## config.mk

```make
export PLATFORM = sky130hd
export DESIGN_NAME = bird_motion
export DESIGN_NICKNAME = d
export VERILOG_FILES = /design/src/rtl/bird_motion.sv
export SDC_FILE = /design/constraint.sdc
export NUM_CORES = 1
export LEC_CHECK = 0
export BUFFER_PORTS_ARGS = -buffer_cell sky130_fd_sc_hd__buf_2
export CAP_MARGIN = 30
export CORE_MARGIN = 1.5
export CORE_UTILIZATION = 35
export CTS_BUF_LIST = sky130_fd_sc_hd__clkbuf_4 sky130_fd_sc_hd__clkbuf_8 sky130_fd_sc_hd__clkbuf_16
export DETAILED_ROUTE_END_ITERATION = 6
export HOLD_SLACK_MARGIN = 0.03
export PLACE_DENSITY_LB_ADDON = 0.08
export SLEW_MARGIN = 20
export SYNTH_ARGS = -nofsm -noshare
export SYNTH_HDL_FRONTEND = slang
export SYNTH_SLANG_ARGS = --single-unit
export TNS_END_PERCENT = 100
```

## constraint.sdc

```tcl
create_clock -name clk -period 11.9 [get_ports clk]
set_input_delay 0.595 -clock clk [delete_from_list [all_inputs] [get_ports clk]]
set_output_delay 0.595 -clock clk [all_outputs]
set_load 0.1 [all_outputs]
```

## src/rtl/bird_motion.sv

```systemverilog
// Per-frame bird kinematics: Q12.4 position/velocity integration, tilt ramp, wing animation
// and the idle/play/fall/grounded life cycle. All state advances on frame_tick.
module bird_motion #(
  parameter int BIRD_X      = 60,
  parameter int START_Y     = 200,
  parameter int GROUND_Y    = 400,
  parameter int GRAVITY     = 6,
  parameter int FLAP_VEL    = 112,
  parameter int MAX_FALL    = 160,
  parameter int ANG_UP      = 16,
  parameter int ANG_STEP    = 4,
  parameter int HOLD_FRAMES = 12,
  parameter int ANIM_DIV    = 5,
  parameter int BOB_AMP     = 4
) (
  input  logic               clk,
  input  logic               rst,
  input  logic               frame_tick,
  input  logic               flap,
  input  logic               collide,
  input  logic               restart,
  output logic signed [15:0] pos_x,
  output logic signed [15:0] pos_y,
  output logic signed [7:0]  angle,
  output logic [1:0]         bird_status,
  output logic               dead,
  output logic               grounded
);

  typedef enum logic [1:0] {StIdle, StPlay, StFall, StGround} state_e;

  localparam logic signed [15:0] StartPos   = 16'(START_Y * 16);
  localparam logic signed [15:0] GroundPos  = 16'(GROUND_Y * 16);
  localparam logic signed [15:0] Grav       = 16'(GRAVITY);
  localparam logic signed [15:0] FlapVel    = 16'(FLAP_VEL);
  localparam logic signed [15:0] MaxFall    = 16'(MAX_FALL);
  localparam logic signed [15:0] BobSpan    = 16'(BOB_AMP * 16);
  localparam logic signed [15:0] OnePx      = 16'sd16;
  localparam logic signed [7:0]  AngUp      = 8'(ANG_UP);
  localparam logic signed [7:0]  AngStep    = 8'(ANG_STEP);
  localparam logic signed [7:0]  AngStep2   = 8'(2 * ANG_STEP);
  localparam logic signed [7:0]  AngMax     = 8'sd63;
  localparam logic [7:0]         HoldFrames = 8'(HOLD_FRAMES);
  localparam logic [7:0]         AnimLast   = 8'(ANIM_DIV - 1);

  state_e             state_q, state_d;
  logic signed [15:0] pos_q, pos_d;
  logic signed [15:0] vel_q, vel_d;
  logic signed [7:0]  angle_q, angle_d;
  logic [7:0]         hold_q, hold_d;
  logic [7:0]         anim_cnt_q, anim_cnt_d;
  logic [1:0]         status_q, status_d;
  logic               anim_up_q, anim_up_d;
  logic               bob_down_q, bob_down_d;
  logic               flap_pend_q, flap_pend_d;
  logic               coll_pend_q, coll_pend_d;

  logic               flap_eff, coll_eff, do_flap, soft_rst;
  logic signed [15:0] vel_sum, vel_grav, vel_new, pos_sum, mot_pos, mot_vel;
  logic               hit_ceil, hit_ground;
  logic signed [15:0] pos_bob, bob_off;
  logic               bob_edge;
  logic signed [7:0]  ang_sum, ang_play, ang_sum2, ang_fall;
  logic [7:0]         anim_cnt_nxt;
  logic [1:0]         status_nxt;
  logic               anim_up_nxt;

  // A pulse arriving in the same cycle as the tick counts for that tick.
  assign flap_eff = flap_pend_q | flap;
  assign coll_eff = coll_pend_q | collide;
  assign do_flap  = (state_q == StIdle) | ((state_q == StPlay) & flap_eff & ~coll_eff);
  assign soft_rst = (state_q == StGround) & restart;

  always_comb begin
    vel_sum    = vel_q + Grav;
    vel_grav   = (vel_sum > MaxFall) ? MaxFall : vel_sum;
    vel_new    = do_flap ? -FlapVel : vel_grav;
    pos_sum    = pos_q + vel_new;
    hit_ceil   = pos_sum < 16'sd0;
    hit_ground = pos_sum >= GroundPos;
    mot_pos    = hit_ceil ? 16'sd0 : (hit_ground ? GroundPos : pos_sum);
    mot_vel    = (hit_ceil | hit_ground) ? 16'sd0 : vel_new;

    ang_sum    = angle_q + AngStep;
    ang_play   = (ang_sum > AngMax) ? AngMax : ang_sum;
    ang_sum2   = angle_q + AngStep2;
    ang_fall   = (ang_sum2 > AngMax) ? AngMax : ang_sum2;

    pos_bob    = bob_down_q ? (pos_q + OnePx) : (pos_q - OnePx);
    bob_off    = pos_bob - StartPos;
    bob_edge   = (bob_off == BobSpan) || (bob_off == -BobSpan);
  end

  // Wing frame ping-pongs 0,1,2,1,0,... once per ANIM_DIV ticks.
  always_comb begin
    anim_cnt_nxt = anim_cnt_q + 8'd1;
    status_nxt   = status_q;
    anim_up_nxt  = anim_up_q;
    if (anim_cnt_q == AnimLast) begin
      anim_cnt_nxt = 8'd0;
      if (anim_up_q) begin
        status_nxt  = status_q + 2'd1;
        anim_up_nxt = (status_q != 2'd1);
      end else begin
        status_nxt  = status_q - 2'd1;
        anim_up_nxt = (status_q == 2'd1);
      end
    end
  end

  always_comb begin
    state_d     = state_q;
    pos_d       = pos_q;
    vel_d       = vel_q;
    angle_d     = angle_q;
    hold_d      = hold_q;
    anim_cnt_d  = anim_cnt_q;
    status_d    = status_q;
    anim_up_d   = anim_up_q;
    bob_down_d  = bob_down_q;
    flap_pend_d = flap_eff;
    coll_pend_d = coll_eff;
    if (frame_tick) flap_pend_d = 1'b0;

    case (state_q)
      StIdle: begin
        if (frame_tick) begin
          coll_pend_d = 1'b0;
          anim_cnt_d  = anim_cnt_nxt;
          status_d    = status_nxt;
          anim_up_d   = anim_up_nxt;
          if (flap_eff) begin
            state_d = StPlay;
            pos_d   = mot_pos;
            vel_d   = mot_vel;
            angle_d = -AngUp;
            hold_d  = HoldFrames;
          end else begin
            pos_d   = pos_bob;
            vel_d   = 16'sd0;
            angle_d = 8'sd0;
            if (bob_edge) bob_down_d = ~bob_down_q;
          end
        end
      end
      StPlay: begin
        if (frame_tick) begin
          anim_cnt_d = anim_cnt_nxt;
          status_d   = status_nxt;
          anim_up_d  = anim_up_nxt;
          pos_d      = mot_pos;
          vel_d      = mot_vel;
          if (do_flap) begin
            angle_d = -AngUp;
            hold_d  = HoldFrames;
          end else if (hold_q != 8'd0) begin
            hold_d = hold_q - 8'd1;
          end else begin
            angle_d = ang_play;
          end
          if (hit_ground) begin
            state_d = StGround;
          end else if (coll_eff) begin
            state_d     = StFall;
            coll_pend_d = 1'b0;
          end
        end
      end
      StFall: begin
        if (frame_tick) begin
          pos_d   = mot_pos;
          vel_d   = mot_vel;
          angle_d = ang_fall;
          if (hit_ground) state_d = StGround;
        end
      end
      StGround: begin
        pos_d = GroundPos;
        vel_d = 16'sd0;
      end
      default: state_d = StIdle;
    endcase
  end

  // Restart from the ground reloads exactly the reset image.
  always_ff @(posedge clk) begin
    if (rst || soft_rst) begin
      state_q     <= StIdle;
      pos_q       <= StartPos;
      vel_q       <= 16'sd0;
      angle_q     <= 8'sd0;
      hold_q      <= 8'd0;
      anim_cnt_q  <= 8'd0;
      status_q    <= 2'd0;
      anim_up_q   <= 1'b1;
      bob_down_q  <= 1'b1;
      flap_pend_q <= 1'b0;
      coll_pend_q <= 1'b0;
    end else begin
      state_q     <= state_d;
      pos_q       <= pos_d;
      vel_q       <= vel_d;
      angle_q     <= angle_d;
      hold_q      <= hold_d;
      anim_cnt_q  <= anim_cnt_d;
      status_q    <= status_d;
      anim_up_q   <= anim_up_d;
      bob_down_q  <= bob_down_d;
      flap_pend_q <= flap_pend_d;
      coll_pend_q <= coll_pend_d;
    end
  end

  assign pos_x       = 16'(BIRD_X);
  assign pos_y       = pos_q >>> 4;
  assign angle       = angle_q;
  assign bird_status = status_q;
  assign dead        = (state_q == StFall) || (state_q == StGround);
  assign grounded    = (state_q == StGround);

endmodule

```

==> flow_summary_export.csv, run 1 <==
group,metric,value,unit
timing,worst_pin_slew,0.926,ns
worst_setup_path,critPathKind,"reg -> reg",
drt,antenna_left,0,
synthesis,synth.ff_latch_count,63,
drt,drt-total-wl,14.6,mm
clock_tree,cts-root-buf,"clkbuf_16",
pwr,pwr_density_cell,268,mW/mm^2
placed_design,io_buffers,33,
timing,slew_headroom,37.8,%
placed_design,gp_congestion,0.864,
layout,layout-drive-gt1-share,9.83,%
placed_design,hpwl,10.9,mm
clock_tree,cts_tree,"yes",
synthesis,synth_top_area_share,23.7,%
layout,final_area,0.00579,mm^2
drt,drt-wirelength-per-cell,16.3,um
drt,vias,4906,
clock_tree,ctsResizeCount,0,
clock_tree,cts_inserted_buffers,9,
layout,areaGrowthSynthToFinish,9.07,%
worst_setup_path,endpoint_kind,"flip-flop",
worst_setup_path,cp.required,12.17,ns
floorplanning,core,0.0147,mm^2
worst_setup_path,arrival,5.83,ns
timing,finalCritPeriodShare,46.8,%
timing,fin_crit,5.56,ns
worst_setup_path,path_max_fanout,20,
clock_tree,clock-sinks,63,
floorplanning,die_h,126,um
worst_setup_path,slowest_delay,0.63,ns
pwr,ir_drop,114,uV
grt,grt_pass1_vias,4577,
clock_tree,cts_max_level,3,
grt,gr-usage-all-layers,18.4,%
floorplanning,die_area,0.0159,mm^2
synthesis,yosysWarningCount,0,
clock_tree,clkTransAtPathRegs,0.06,ns
worst_hold_path,min_delay_path_depth,2,
timing,worst_hold_slack,0.485,ns
grt,grt_max_degree,40,
timing,fin_skew,0.00924,ns
layout,seq_area,0.00126,mm^2
worst_setup_path,crit_path_top_delay_cell,"or4_1",
drt,vias_per_cell,5.48,
layout,multi_input_area,0.00369,mm^2
worst_setup_path,ff2ff_path_depth,18,
timing,setup_violations,0,
run,maxCapViolCount,0,
clock_tree,clk-insertion-delay-late,0.34,ns
floorplanning,start_util,36.1,%
layout,fillers,1510,
drt,first_pass_iters,5,
grt,antenna_found_initial,0,
synthesis,avgSynthCellArea,7.64,um^2
clock_tree,clock_path_buffers,2,
layout,nNetsFinal,755,
timing,setup_tns,0,ns
synthesis,synth_area,0.00531,mm^2
timing,final_max_slew_viol_count,0,
layout,fin_cells,896,
worst_hold_path,holdCritPathClass,"reg -> reg",
drt,drc,0,
grt,grt_overflow,0,
floorplanning,die_x,126,um
run_status,status,"completed",
synthesis,synth.distinct_cells,74,
placed_design,place_area,0.00551,mm^2
drt,drtIter0Drc,300,
worst_setup_path,r2r-start,"vel_q[1]$_SDFFE_PP0P_",
timing,hold_viol,0,
layout,antennaDiodeCount,0,
synthesis,synthFlopType,"dfxtp_1",
placed_design,dp_cells,880,
synthesis,ys_seq_area_share,23.7,%
worst_hold_path,min_from,"bird_status[1]$_SDFFE_PP0P_",
synthesis,synth_cells,695,
worst_setup_path,crit_chain,"inv_1, ha_1, nand4b_2, nor2_1, mux2i_1, a31oi_1, o31a_1, nand2b_1, nor2_1, ha_1, a211oi_1, o211ai_1, a21boi_0, xnor2_1, a311o_1, nand3_1, or4_1, a21oi_1",
timing,fmax,180,MHz
synthesis,synth-edff-count,0,
floorplanning,io_pins,50,
synthesis,synth_top_area_cell,"dfxtp_1",
synthesis,synth_area_leaders,"dfxtp_1 24%, ha_1 9.4%, xnor2_1 5.9%",
worst_setup_path,cp-start-kind,"flip-flop",
pwr,cellLeakagePower,2.35,nW
pwr,finalPower,1.55,mW
clock_tree,post_cts_buffers,0,
floorplanning,placementRows,44,
worst_setup_path,startpoint,"vel_q[1]$_SDFFE_PP0P_",
synthesis,async_flop_share,0,%
clock_tree,cts_hold_buf,0,
grt,grt_pass1_wl,23.4,mm
timing,rsz0062_at_grt,"no",
==> synth_stat cells, types with 13 or more instances <==
cell type  number
ha_1           40
xor2_1         23
nand2_1        70
nor2_1         70
buf_4          21
nand3_1        21
clkbuf_1       22
a211oi_1       17
o21ai_0        33
xnor2_1        36
a21oi_1        61
nor3_1         13
inv_1          35
dfxtp_1        63
==> metal layers <==
| layer | wire length, um | global-route usage (%) |
|---|---|---|
| met4 | 272 | 7.23 |
| met2 | 6780 | 30.5 |
| met3 | 467 | 3.10 |
| met5 | 0 | 0 |
| met1 | 7050 | 24.0 |
==> final timing paths <==
check | to | slack, ns
setup reg to reg | vel_q[1]$_SDFFE_PP0P_ | 6.34
hold / removal | bird_status[1]$_SDFFE_PP0P_ | 0.49
hold reg to reg | bird_status[1]$_SDFFE_PP0P_ | 0.49
setup / recovery | vel_q[1]$_SDFFE_PP0P_ | 6.34
==> worst max-delay path: cells and delay by family, from the launching register on <==
kind	cells	cell delay (ns)
simple gates	6	2.41
xor+xnor	1	0.19
flops	1	0.42
fa+ha+maj	2	0.53
buf+inv	1	0.07
compound gates	7	1.64
mux	1	0.23
==> layout by cell type (no fill, tap or decap), drive strengths merged, types with 17 or more instances in the layout <==
cell,netlist,final
a21oi,61,61
inv,35,36
nor2,71,71
dfxtp,63,63
nand2,70,70
ha,40,40
nand3,21,21
xnor2,36,36
buf,28,37
xor2,23,23
o21ai,35,35
a211oi,17,17
==> per-stage QoR <==
stage / setup WS [ns] / util, %
after floorplan: 7.47 / -
after global placement: 6.56 / 37.5
after detailed placement: 6.40 / 37.5
after CTS: 6.36 / 39.4
after global routing: 5.88 / 39.4
final: 6.34 / 39.4
==> state kept, by name (all words and copies together) (netlist names) <==
register and flops:
pos_q 16, vel_q 16, anim_cnt_q 8, hold_q 8, angle 7, bird_status 2
state_q 2, anim_up_q 1, bob_down_q 1, coll_pend_q 1, flap_pend_q 1
==> kinds of logic after synthesis <==
group                    count (synthesis)  synth area share, %
AND/OR/NAND/NOR                        242                 22.4
AO/OA/AOI/OAI                          194                 24.5
buffers and inverters                   85                 7.75
flip-flops                              63                 23.7
XOR/XNOR                                59                 9.73
adder cells (fa/ha/maj)                 42                 10.2
multiplexers                             8                 1.53
other                                    2                0.141
==> power by group <==
part	internal, mW	leakage [nW]	switching [mW]
clock	0.143	0.137	0.105
sequential	0.251	0.513	0.0614
combinational	0.308	1.70	0.683
==> area by class of cell <==
class                   count  area share [%]
clock buffers               9            3.89
well taps                 184            3.97
multi-input cells         561            63.7
clock inverters             7            1.01
flip-flops and latches     63            21.8
repair buffers             37            3.37
inverters                  35            2.27
No activity file was read; power rests on OpenSTA's default activity.
==> run 2: changes to the inputs <==
==> constraint.sdc (replaced) <==
create_clock -name clk -period 4.96 [get_ports clk]
set_input_delay 0.248 -clock clk [delete_from_list [all_inputs] [get_ports clk]]
set_output_delay 0.248 -clock clk [all_outputs]
set_load 0.1 [all_outputs]
==> run 2 against run 1 <==
Effect of this change:
- utilization rose by 1.2 points
- hold slack got worse by 0.16 ns
- clock-buffer cell count did not move
- largest power group unchanged
- cell count rose by 1.6%
- maximum frequency rose by 18%
- critical endpoint is now state_q[0]$_SDFFE_PP0P_
- global-route usage rose by 0.33 points
- sequential power rose by 140%
- sequential cell count did not move
- via count rose by 2.2%
- first-iteration DRC count rose by 27%
- wire length fell by 1.4%
- design area rose by 2.9%
==> flow_summary_export.csv, run 2 (synthesis results as in run 1) <==
group,metric,value,unit
clock_tree,clock_path_buffers,2,
worst_setup_path,path_depth,20,
timing,layout_setup_ws,0.261,ns
layout,multi_input_area,0.00375,mm^2
timing,worst_pin_slew,0.794,ns
worst_setup_path,r2r_slack,0.26,ns
layout,layout-drive-gt1-share,12.8,%
placed_design,hpwl,10.8,mm
grt,grt_pass1_vias,4729,
placed_design,io_buffers,33,
pwr,swShare,52.8,%
floorplanning,core,0.0147,mm^2
worst_setup_path,crit_chain,"inv_1, ha_1, and3b_1, a31oi_1, o221ai_1, a21oi_1, o31a_1, nor2_1, and2_1, ha_1, fa_1, a211oi_2, o211ai_1, and4_1, a211oi_1, o31ai_2, buf_4, and3_1, o31a_1, a211oi_1",
floorplanning,die_h,126,um
worst_setup_path,cp.required,5.21,ns
layout,seq_area,0.00126,mm^2
timing,hold_viol,0,
pwr,comb_power_share,65.3,%
drt,vias_per_cell,5.51,
layout,final_area,0.00596,mm^2
layout,areaGrowthSynthToFinish,12.3,%
worst_setup_path,reg2reg_to,"state_q[0]$_SDFFE_PP0P_",
placed_design,gp_congestion,0.865,
drt,drt-wirelength-per-cell,15.8,um
drt,drtIter0Drc,381,
floorplanning,placementRows,44,
grt,antenna_found_initial,0,
timing,final_max_slew_viol_count,0,
worst_setup_path,endpoint_kind,"flip-flop",
timing,slew_headroom,45.7,%
grt,grt_overflow,0,
pwr,p_int,1.84,mW
layout,utilization,40.6,%
timing,rsz0062_at_grt,"no",
floorplanning,start_util,36.1,%
clock_tree,clk-insertion-delay-late,0.34,ns
pwr,cellLeakagePower,2.44,nW
clock_tree,cts_tree,"yes",
layout,fillers,1547,
pwr,p_seq_share,19.3,%
clock_tree,cts-root-buf,"clkbuf_16",
timing,finalCritPeriodShare,94.7,%
timing,fmax,213,MHz
worst_setup_path,critPathTopFamily,"compound AO/OA/AOI/OAI gates",
clock_tree,clkTransAtPathRegs,0.06,ns
placed_design,post-place-ws,0.126,ns
layout,final_cell_mix,"70 x nand2_1, 67 x nor2_1, 63 x dfxtp_1, 60 x a21oi_1, 40 x ha_1",
timing,setup_tns,0,ns
placed_design,place_area,0.00560,mm^2
grt,gr-usage-all-layers,18.8,%
grt,grt_pass1_wl,23.9,mm
layout,nNetsFinal,769,
drt,drc,0,
worst_hold_path,min_from,"flap",
drt,first_pass_iters,5,
floorplanning,die_area,0.0159,mm^2
pwr,pwr_density_cell,654,mW/mm^2
grt,grt_max_degree,40,
clock_tree,cts_max_level,3,
floorplanning,die_x,126,um
clock_tree,cts_hold_buf,0,
worst_setup_path,slowest_delay,0.45,ns
run,maxCapViolCount,0,
timing,fin_skew,0.0107,ns
layout,reg.largest.list,"pos_q (16), vel_q (16)",
drt,antenna_left,0,
clock_tree,cts_inserted_buffers,9,
worst_setup_path,ff2ff_path_depth,20,
worst_setup_path,arrival,4.95,ns
worst_setup_path,critPathKind,"reg -> reg",
layout,final_common_cell,"nand2_1",
clock_tree,clock-sinks,63,
timing,fin_crit,4.70,ns
worst_setup_path,crit_path_top_delay_cell,"fa_1",
worst_setup_path,r2r-start,"vel_q[2]$_SDFFE_PP0P_",
worst_setup_path,cp-start-kind,"flip-flop",
pwr,finalPower,3.90,mW
worst_setup_path,startpoint,"vel_q[2]$_SDFFE_PP0P_",
worst_setup_path,endpoint,"state_q[0]$_SDFFE_PP0P_",
drt,vias,5016,
drt,drt-total-wl,14.4,mm
worst_setup_path,path_max_fanout,5,
worst_setup_path,path_buf_inv,2,
pwr,clockPowerShare,15.4,%
pwr,switchingPower,2.06,mW
pwr,ir_drop,292,uV
timing,setup_violations,0,
run_status,status,"completed",
layout,antennaDiodeCount,0,
floorplanning,io_pins,50,
worst_hold_path,holdCritPathClass,"in -> reg",
-- run 2: cell types whose count changed in the layout (fill, tap and decap cells not counted), sizes merged --
cell,before,now
inv,36,37
clkinv,5,4
buf,37,51
-- run 2: worst register-to-register path, stage by stage (launching register included) --
cell	delay [ns]
dfxtp_1	0.36
inv_1	0.06
ha_1	0.31
and3b_1	0.21
a31oi_1	0.19
o221ai_1	0.15
a21oi_1	0.18
o31a_1	0.23
nor2_1	0.10
and2_1	0.17
ha_1	0.22
fa_1	0.45
a211oi_2	0.25
o211ai_1	0.20
and4_1	0.25
a211oi_1	0.32
o31ai_2	0.15
buf_4	0.16
and3_1	0.17
o31a_1	0.28
a211oi_1	0.22
-- run 2: what timing repair did --
action	CTS	global route
resized for setup	0	14
endpoints found under the setup margin	0	32
buffers inserted	0	4
-- run 2: worst min-delay path by stage --
stage	cells past startpoint	slack, ns	to
floorplan	2	0.46	vel_q[2]$_SDFFE_PP0P_
global placement	2	0.47	bird_status[1]$_SDFFE_PP0P_
detailed placement	2	0.48	bird_status[1]$_SDFFE_PP0P_
CTS	3	0.31	coll_pend_q$_SDFF_PP0_
global route	4	0.34	anim_up_q$_SDFFE_PP1P_
finish	3	0.33	flap_pend_q$_SDFF_PP0_
-- run 2: metrics by stage --
stage | std cells | hold WS, ns
final | 910 | 0.327
after global routing | 910 | 0.338
after CTS | 906 | 0.307
after detailed placement | 890 | 0.478
after global placement | 890 | 0.467
after floorplan | 709 | 0.459
-- run 2: cell type report --
class | instances | area share [%]
Multi-Input combinational cell | 561 | 62.8
Clock buffer | 9 | 3.78
Sequential cell | 63 | 21.1
Tap cell | 184 | 3.86
Timing Repair Buffer | 51 | 5.24
Inverter | 35 | 2.20
Clock inverter | 7 | 0.944
-- run 2: power by group through the flow --
stage          Combinational, mW  Clock [mW]  Sequential (mW)
2_1_floorplan               1.65           0            0.955
6_report                    2.55       0.599            0.753
5_1_grt                     2.79       0.651            0.772
4_1_cts                     2.45       0.623            0.750
3_5_place_dp                2.43           0            0.759
3_3_place_gp                2.44           0            0.755
-- run 2: per-layer routing --
| layer | wire length (um) | vias to the layer above | part of all wire (%) | track usage [%] |
|---|---|---|---|---|
| li1 | - | 2517 | - | - |
| met1 | 7160 | 2393 | 50 | 25.6 |
| met2 | 6510 | 84 | 45 | 29.6 |
| met3 | 423 | 22 | 2.9 | 3.57 |
| met4 | 263 | 0 | 1.8 | 6.63 |
| met5 | 0 | - | 0 | 0 |
==> run 3: changes to the inputs <==
--- a/config.mk
+++ b/config.mk
@@ -5,6 +5,7 @@
 export SDC_FILE = /design/constraint.sdc
 export NUM_CORES = 1
 export LEC_CHECK = 0
+export ABC_AREA = 1
 export BUFFER_PORTS_ARGS = -buffer_cell sky130_fd_sc_hd__buf_2
 export CAP_MARGIN = 30
 export CORE_MARGIN = 1.5
==> run 3 against run 2 <==
Effect of this change:
- register-to-register slack improved by 0.28 ns
- global-route usage increased by 0.68 points
- via count rose by 10%
- non-clock buffer count shrank 12
- die area is 3.0% higher
- synthesized cell count is 28% higher
- highest routed layer unchanged
==> flow_summary_export.csv, run 3 <==
group,metric,value,unit
run_status,status,"completed",
synthesis,synth_top_area_cell,"dfxtp_1",
clock_tree,cts_inserted_buffers,9,
clock_tree,cts_hold_buf,0,
synthesis,avgSynthCellArea,6.13,um^2
synthesis,synthFlopType,"dfxtp_1",
timing,worst_pin_slew,0.923,ns
grt,antenna_found_initial,0,
worst_setup_path,crit_path_top_delay_cell,"fa_1",
synthesis,synth.ff_latch_count,63,
floorplanning,io_pins,50,
worst_setup_path,crit_top_cell,"nand3_1",
grt,gr-usage-all-layers,19.5,%
synthesis,synth_most_common_cell,"nand2_1",
drt,vias,5519,
floorplanning,core,0.0153,mm^2
floorplanning,start_util,35.9,%
clock_tree,cts-root-buf,"clkbuf_16",
worst_setup_path,critPathTopFamily,"simple AND/OR/NAND/NOR gates",
layout,utilization,40.1,%
layout,multi_input_area,0.00362,mm^2
layout,layout-drive-gt1-share,8.08,%
synthesis,synth_area,0.00548,mm^2
drt,first_pass_iters,5,
worst_hold_path,min_delay_path_depth,2,
layout,antennaDiodeCount,0,
worst_setup_path,arrival,4.68,ns
run,maxCapViolCount,0,
synthesis,synth_common_cells,"250 x nand2_1, 110 x inv_1, 86 x nand3_1, 82 x nor2_1, 73 x a21oi_1",
drt,antenna_left,0,
placed_design,gp_congestion,0.862,
timing,setup_tns,0,ns
drt,drtIter0Drc,269,
timing,fin_crit,4.42,ns
drt,drt-total-wl,15.2,mm
layout,final_cell_mix,"250 x nand2_1, 110 x inv_1, 86 x nand3_1, 80 x nor2_1, 73 x a21oi_1",
layout,seq_area,0.00126,mm^2
worst_setup_path,path_buf_inv,4,
layout,reg.largest.list,"pos_q (16), vel_q (16)",
layout,areaGrowthSynthToFinish,11.6,%
worst_setup_path,endpoint_kind,"flip-flop",
grt,grt_pass1_wl,25.3,mm
drt,drc,0,
timing,hold_viol,0,
clock_tree,ctsResizeCount,0,
synthesis,yosysWarningCount,0,
grt,grt_pass1_vias,5018,
synthesis,synth_area_leaders,"dfxtp_1 23%, nand2_1 17%, ha_1 9.1%",
synthesis,synth.distinct_cells,41,
worst_setup_path,r2r-start,"vel_q[1]$_SDFFE_PP0P_",
clock_tree,post_cts_buffers,0,
pwr,pwr_density_cell,617,mW/mm^2
timing,rsz0062_at_grt,"no",
grt,grt_overflow,0,
floorplanning,die_area,0.0164,mm^2
synthesis,synth-edff-count,0,
floorplanning,die_h,128,um
placed_design,dp_cells,1123,
synthesis,synth_cells,893,
worst_setup_path,slowest_delay,0.45,ns
worst_setup_path,reg2reg_to,"vel_q[6]$_SDFFE_PP0P_",
worst_setup_path,cp-start-kind,"flip-flop",
timing,finalCritPeriodShare,89.0,%
clock_tree,clock_path_buffers,2,
worst_hold_path,holdCritPathClass,"in -> reg",
synthesis,synth_top_area_share,23.0,%
floorplanning,placementRows,45,
worst_setup_path,ff2ff_path_depth,27,
placed_design,hpwl,11.8,mm
clock_tree,clock-sinks,63,
clock_tree,clk-insertion-delay-late,0.35,ns
layout,final_common_cell,"nand2_1",
timing,setup_violations,0,
timing,fin_skew,0.0112,ns
pwr,cellLeakagePower,3.00,nW
clock_tree,clkTransAtPathRegs,0.06,ns
timing,slew_headroom,38.4,%
placed_design,io_buffers,33,
worst_setup_path,startpoint,"vel_q[1]$_SDFFE_PP0P_",
worst_hold_path,min_from,"frame_tick",
pwr,ir_drop,215,uV
worst_setup_path,r2r_slack,0.54,ns
floorplanning,die_x,128,um
worst_setup_path,cp.required,5.23,ns
drt,drt-wirelength-per-cell,13.4,um
clock_tree,cts_max_level,3,
timing,fmax,226,MHz
clock_tree,cts_tree,"yes",
layout,fillers,1688,
synthesis,ys_seq_area_share,23.0,%
synthesis,async_flop_share,0,%
worst_setup_path,critPathKind,"reg -> reg",
grt,grt_max_degree,33,
drt,vias_per_cell,4.85,
timing,final_max_slew_viol_count,0,
layout,nNetsFinal,971,
worst_setup_path,path_max_fanout,24,
worst_hold_path,min_to,"flap_pend_q$_SDFF_PP0_",
layout,fin_cells,1139,
[run 3: layer usage]
metal	up-vias	share of wire (%)	wire (um)	track usage, %
li1	2959	-	-	-
met1	2471	53	8020	27.8
met2	73	43	6510	29.6
met3	16	2.9	448	3.34
met4	0	1.6	238	6.35
met5	-	0	0	0
[run 3: cell families after synthesis]
group | share of synthesized area, %
flops | 23.0
compound gates | 12.9
other cells | 0.137
buf+inv | 11.9
fa+ha+maj | 9.87
xor+xnor | 4.16
simple gates | 38.0
[run 3: how the worst max path moves through the flow]
stage,slack (ns),cells after the start,to
after floorplan,1.28,27,vel_q[1]$_SDFFE_PP0P_
after global placement,0.53,27,vel_q[6]$_SDFFE_PP0P_
after detailed placement,0.57,27,vel_q[6]$_SDFFE_PP0P_
after CTS,0.53,27,vel_q[6]$_SDFFE_PP0P_
after global routing,0.06,27,vel_q[6]$_SDFFE_PP0P_
final,0.54,27,vel_q[6]$_SDFFE_PP0P_
[run 3: area by class of cell]
cell class / count / area share, %
clock buffer: 9 / 3.68
timing repair buffer: 39 / 3.44
inverter: 114 / 7.00
multi-input combinational: 696 / 59.3
sequential: 63 / 20.6
tap: 211 / 4.32
clock inverter: 7 / 1.68
[run 3: report_power, final]
part	switching [mW]	internal, mW
logic	1.71	0.677
clock network	0.258	0.446
registers	0.0995	0.581
[run 3: per-stage QoR]
stage	hold WS, ns	total power [mW]	cell area [um^2]	setup WS, ns
2_1_floorplan	0.327	2.58	5530	1.28
3_3_place_gp	0.443	3.08	5790	0.526
3_5_place_dp	0.439	3.06	5790	0.565
4_1_cts	0.128	3.80	6110	0.531
5_1_grt	0.149	4.15	6110	0.0645
6_report	0.149	3.77	6110	0.544
